### config.mk
export PLATFORM = sky130hd
export DESIGN_NAME = handshake_rr_arbiter
export DESIGN_NICKNAME = d
export VERILOG_FILES = /design/src/rtl/handshake_rr_arbiter.sv
export SDC_FILE = /design/constraint.sdc
export NUM_CORES = 1
export LEC_CHECK = 0
export CORE_MARGIN = 1
export CORE_UTILIZATION = 44
export CTS_CLUSTER_SIZE = 10
export DETAILED_ROUTE_END_ITERATION = 7
export GPL_TIMING_DRIVEN = 1
export PLACE_DENSITY_LB_ADDON = 0.08
export SLEW_MARGIN = 20
export SYNTH_ARGS = -nofsm -noshare
export SYNTH_HDL_FRONTEND = slang
export SYNTH_SLANG_ARGS = --single-unit
### constraint.sdc
create_clock -name CLK -period 3.6 [get_ports CLK]
set_input_delay 1.08 -clock CLK [delete_from_list [all_inputs] [get_ports CLK]]
set_output_delay 1.08 -clock CLK [all_outputs]
set_load 0.1 [all_outputs]
### src/rtl/handshake_rr_arbiter.sv
// handshake_rr_arbiter: round-robin arbiter that merges N_REQ ready/valid requesters
// onto one registered ready/valid output slot (one-cycle latency, 1 beat/cycle).
// Optional macro HANDSHAKE_RR_ARBITER_ASSERT_EN embeds protocol/fairness assertions.
module handshake_rr_arbiter #(
    parameter int unsigned N_REQ = 3,
    parameter int unsigned WIDTH = 4,
    localparam int unsigned IDX_W = $clog2(N_REQ)
) (
    input  logic                   CLK,
    input  logic                   ASYNCRESETN,
    input  logic [N_REQ-1:0]       req_valid,
    input  logic [N_REQ*WIDTH-1:0] req_data,
    output logic [N_REQ-1:0]       req_ready,
    output logic                   out_valid,
    output logic [WIDTH-1:0]       out_data,
    input  logic                   out_ready,
    output logic [IDX_W-1:0]       out_grant,
    output logic                   busy
);

    typedef enum logic {StEmpty, StFull} state_e;

    state_e           state_q, state_d;
    logic [IDX_W-1:0] ptr_q, ptr_d;
    logic [IDX_W-1:0] grant_q, grant_d;
    logic [WIDTH-1:0] data_q, data_d;
    logic [IDX_W-1:0] win;
    logic             found;
    logic             can_accept;
    logic             xfer;

    // Round-robin search starting just after the last granted index.
    always_comb begin
        int unsigned idx;
        found = 1'b0;
        win   = '0;
        idx   = 0;
        for (int unsigned k = 1; k <= N_REQ; k++) begin
            idx = (int'(ptr_q) + k) % N_REQ;
            if (!found && req_valid[idx]) begin
                found = 1'b1;
                win   = IDX_W'(idx);
            end
        end
    end

    // Handshake towards requesters; gated by reset so nothing is accepted while held.
    always_comb begin
        can_accept = (state_q == StEmpty) || out_ready;
        xfer       = found && can_accept && ASYNCRESETN;
        req_ready  = xfer ? (N_REQ'(1) << win) : '0;
    end

    // Slot next-state: fill on transfer, empty on drain without fill, hold otherwise.
    always_comb begin
        state_d = state_q;
        ptr_d   = ptr_q;
        grant_d = grant_q;
        data_d  = data_q;
        if (xfer) begin
            state_d = StFull;
            ptr_d   = win;
            grant_d = win;
            data_d  = req_data[win*WIDTH +: WIDTH];
        end else if (state_q == StFull && out_ready) begin
            state_d = StEmpty;
        end
    end

    // State registers; requester 0 has first priority after reset.
    always_ff @(posedge CLK or negedge ASYNCRESETN) begin
        if (!ASYNCRESETN) begin
            state_q <= StEmpty;
            ptr_q   <= IDX_W'(N_REQ - 1);
            grant_q <= '0;
            data_q  <= '0;
        end else begin
            state_q <= state_d;
            ptr_q   <= ptr_d;
            grant_q <= grant_d;
            data_q  <= data_d;
        end
    end

    // Output drive.
    always_comb begin
        out_valid = (state_q == StFull);
        out_data  = data_q;
        out_grant = grant_q;
        busy      = out_valid || (|req_valid);
    end

`ifdef HANDSHAKE_RR_ARBITER_ASSERT_EN
    // Transfers granted to others while each requester keeps valid asserted.
    logic [N_REQ-1:0][IDX_W:0] wait_q;

    for (genvar i = 0; i < N_REQ; i++) begin : g_fair
        // Count competing transfers; clear on own grant or withdrawal.
        always_ff @(posedge CLK or negedge ASYNCRESETN) begin
            if (!ASYNCRESETN) begin
                wait_q[i] <= '0;
            end else if (!req_valid[i] || (xfer && win == IDX_W'(i))) begin
                wait_q[i] <= '0;
            end else if (xfer) begin
                wait_q[i] <= wait_q[i] + 1'b1;
            end
        end

        a_fair: assert property (@(posedge CLK) disable iff (!ASYNCRESETN)
            32'(wait_q[i]) < N_REQ);
    end

    a_onehot: assert property (@(posedge CLK) disable iff (!ASYNCRESETN)
        $onehot0(req_ready));

    a_hold: assert property (@(posedge CLK) disable iff (!ASYNCRESETN)
        out_valid && !out_ready |=>
            $stable(out_valid) && $stable(out_data) && $stable(out_grant));

    a_grant_rng: assert property (@(posedge CLK) disable iff (!ASYNCRESETN)
        32'(out_grant) < N_REQ);
`else
`endif

endmodule

==> results.md <==
* Clk pin slew, worst setup/hold paths at 0.05 ns
* Syn_nets at 122
* Vias in the first global route at 861
* IO Port Bufs at 28
* Critical path class: in -> out
* Hold Vio Cnt, Final at 0
* Syn. warnings at 0
* Pins over their slew limit at 0
* Die width at 45.3 um
* Clock Sinks at 8
* H-tree depth at 1
* Min Tclk post-route at 3.52 ns
* Wire length per cell at 14.4 um
* Post-route setup slack at 0.0759 ns
* DP HPWL at 1.76 mm
* Hold-fix buffers at CTS at 0
* Placer Congestion at 0.882
* Startpoint types: primary input
* Average vias per placed instance at 5.43
* Io pins at 29
* F_max at 0.284 GHz
* # DRC at 0
* Gr usage total at 25.5%
* Fillers at 119
* Vias post-DR at 901
* Clock root cell: clkbuf_4
* Die Y at 45.3 um
* Synth cell types at 34
* Req. time, crit path at 2.52 ns
* Die area at 0.00205 mm^2
* Yosys reg bits at 8
* Antenna Violating Nets Remaining at 0
* Initial antenna violation count at 0
* 1st-iter DRT viols at 31
* P&R area growth vs syn at 64.8%
* Final WL at 2.38 mm
* Worst-margin pin slew at 0.298 ns
* Max Cap Viol at 0
* Setup violators final at 0
* Ant diodes at 0
* Tcrit/Tclk final at 97.9%
* Crit path max-delay family: simple AND/OR/NAND/NOR gates
* First-pass GRT wire length at 3.73 mm
* Rel. slew slack at 80.0%
* Clock Tree Buf Depth at 2
* CTS tree: built
* CP endpoint kind: output pin
* Starting Density at 47.2%
* Synth Cell Area at 825 um^2
* Rows at 15
* Worst Hold Class: reg -> reg
* Largest net degree at the start of global routing at 14
* Crit path max fanout at 7
* Num CTS Buffers at 3
* CP Cell Sequence: buf_2, nand2_2, a21oi_2, or3_4, o211ai_2, nand2b_4, clkinvlp_4, buf_12
* Syn Area/Cell at 8.25 um^2
* WP data arrival at 2.44 ns
* NumNets Final at 164
* Clock Skews at 0.0196 ns
* Dpl ws at -0.417 ns
* Skew-Pair Late Insertion Delay at 0.27 ns
* TritonRoute pass-1 iters at 4
* Buf/Inv on CP at 3
* Total gr overflow at 0
* Synth Instances at 100
* CORE AREA at 0.00175 mm^2
* CP peak stage delay at 0.39 ns
* Max stage delay cell, worst path: or3_4
* RSZ-0062 raised after global routing: false
* Status: finished clean
* Ratio of cells with drive above 1 in the final layout at 44.7%
* Post-synthesis sequential area ratio at 24.4%
## timing repair
item,in CTS,in global routing
endpoints found under the setup margin,4,3
setup buffers,2,0
pin swaps,3,3
cloned,0,0
gates resized for setup,18,12
## cells in the mapped netlist
library cell / count / area (um^2)
o31ai_2: 4 / 50.1
inv_1: 6 / 22.5
nand4_1: 1 / 6.26
nor2_1: 8 / 30.0
dfrtp_1: 7 / 175
o21ai_0: 5 / 25.0
o211a_1: 1 / 10.0
buf_2: 3 / 15.0
nand3b_1: 3 / 22.5
a21oi_1: 3 / 15.0
and2_4: 2 / 17.5
nand4b_1: 1 / 8.76
or3b_1: 1 / 8.76
or2b_1: 1 / 7.51
o211ai_2: 1 / 12.5
a211oi_2: 4 / 50.1
or4_1: 1 / 7.51
nor3_1: 2 / 10.0
o221ai_1: 1 / 8.76
dfstp_2: 1 / 26.3
or3_1: 2 / 12.5
ha_1: 4 / 50.1
a221o_2: 1 / 11.3
o21a_1: 1 / 7.51
a31oi_1: 3 / 18.8
mux2i_1: 1 / 10.0
nor2b_1: 3 / 18.8
nand2b_1: 5 / 31.3
and4_4: 1 / 11.3
a21boi_0: 4 / 30.0
buf_4: 3 / 22.5
a21o_1: 1 / 7.51
mux2_1: 1 / 11.3
nand2_1: 14 / 52.6
## stage by stage
stage          TNS, ns  area (um^2)  util (%)  instances  hold slack, ns
6_report             0         1360      77.8        166           0.473
5_1_grt              0         1360      77.8        166           0.498
4_1_cts              0         1320      75.3        166           0.477
3_5_place_dp     -1.19         1250      71.5        160           0.464
3_3_place_gp     -1.09         1250      71.5        160           0.463
2_1_floorplan   -0.155          865         -        100           0.458
## worst paths after layout
check / start / endpoint / slack, ns / cells past startpoint
min in group asynchronous: ASYNCRESETN / out_data[3]$_DFFE_PN0P_ / 1.19 / 2
setup reg to reg: ptr_q[1]$_DFFE_PN1P_ / ptr_q[0]$_DFFE_PN0P_ / 1.28 / 9
max in group asynchronous: ASYNCRESETN / ptr_q[1]$_DFFE_PN1P_ / 2.17 / 2
hold reg to reg: out_grant[1]$_DFFE_PN0P_ / out_grant[1]$_DFFE_PN0P_ / 0.47 / 2
hold / removal: out_grant[1]$_DFFE_PN0P_ / out_grant[1]$_DFFE_PN0P_ / 0.47 / 2
setup / recovery: req_valid[1] / req_ready[2] / 0.08 / 8
## layer usage
metal	share of wire (%)	routed length, um	track usage, %	vias up
met5	0	0	0	-
met4	1.3	31	10.3	0
met3	7.3	174	7.20	4
met2	47	1130	39.4	37
met1	44	1050	33.2	422
li1	-	-	-	438
## final cells by class
type                    count  area (um^2)  area share [%]
multi-input cells          80          667            49.1
repair buffers             43          407            29.9
flip-flops and latches      8          201            14.8
well taps                  25         31.3            2.30
clock buffers               4         26.3            1.93
inverters                   6         26.3            1.93
## logic make-up after synthesis
logic type      count (synthesis)  synth area share, %
simple gates                   45                 29.7
compound gates                 29                 29.9
buf+inv                        12                 7.28
flops                           8                 24.4
fa+ha+maj                       4                 6.07
mux                             2                 2.58
## registers in the layout, summed over array words and instances (netlist names)
register   cells
ptr_q          2
out_grant      1
out_valid      1
out_data       4
## worst reg2reg max path, cell delays in order, from the launching register on
cell,delay (ns)
dfstp_2,0.58
inv_1,0.09
ha_4,0.21
nand2_2,0.10
a21oi_2,0.08
or3_4,0.39
o211ai_2,0.20
buf_4,0.14
buf_4,0.09
mux2_1,0.31
## placed cells by master, fill, tap and decap left out, types with 3 or more instances in the layout
cell	count
o31ai_2	4
a21boi_0	4
nand2b_4	3
clkbuf_4	3
clkdlybuf4s50_1	14
dfrtp_1	7
nor2_1	5
o21ai_0	5
buf_12	4
a211oi_2	4
inv_1	5
nand2_1	13
buf_4	22
a31oi_1	3
nand3b_1	3
Power is not shown: default switching activity piles up to over one toggle a cycle in this logic, so the estimate is an artifact.
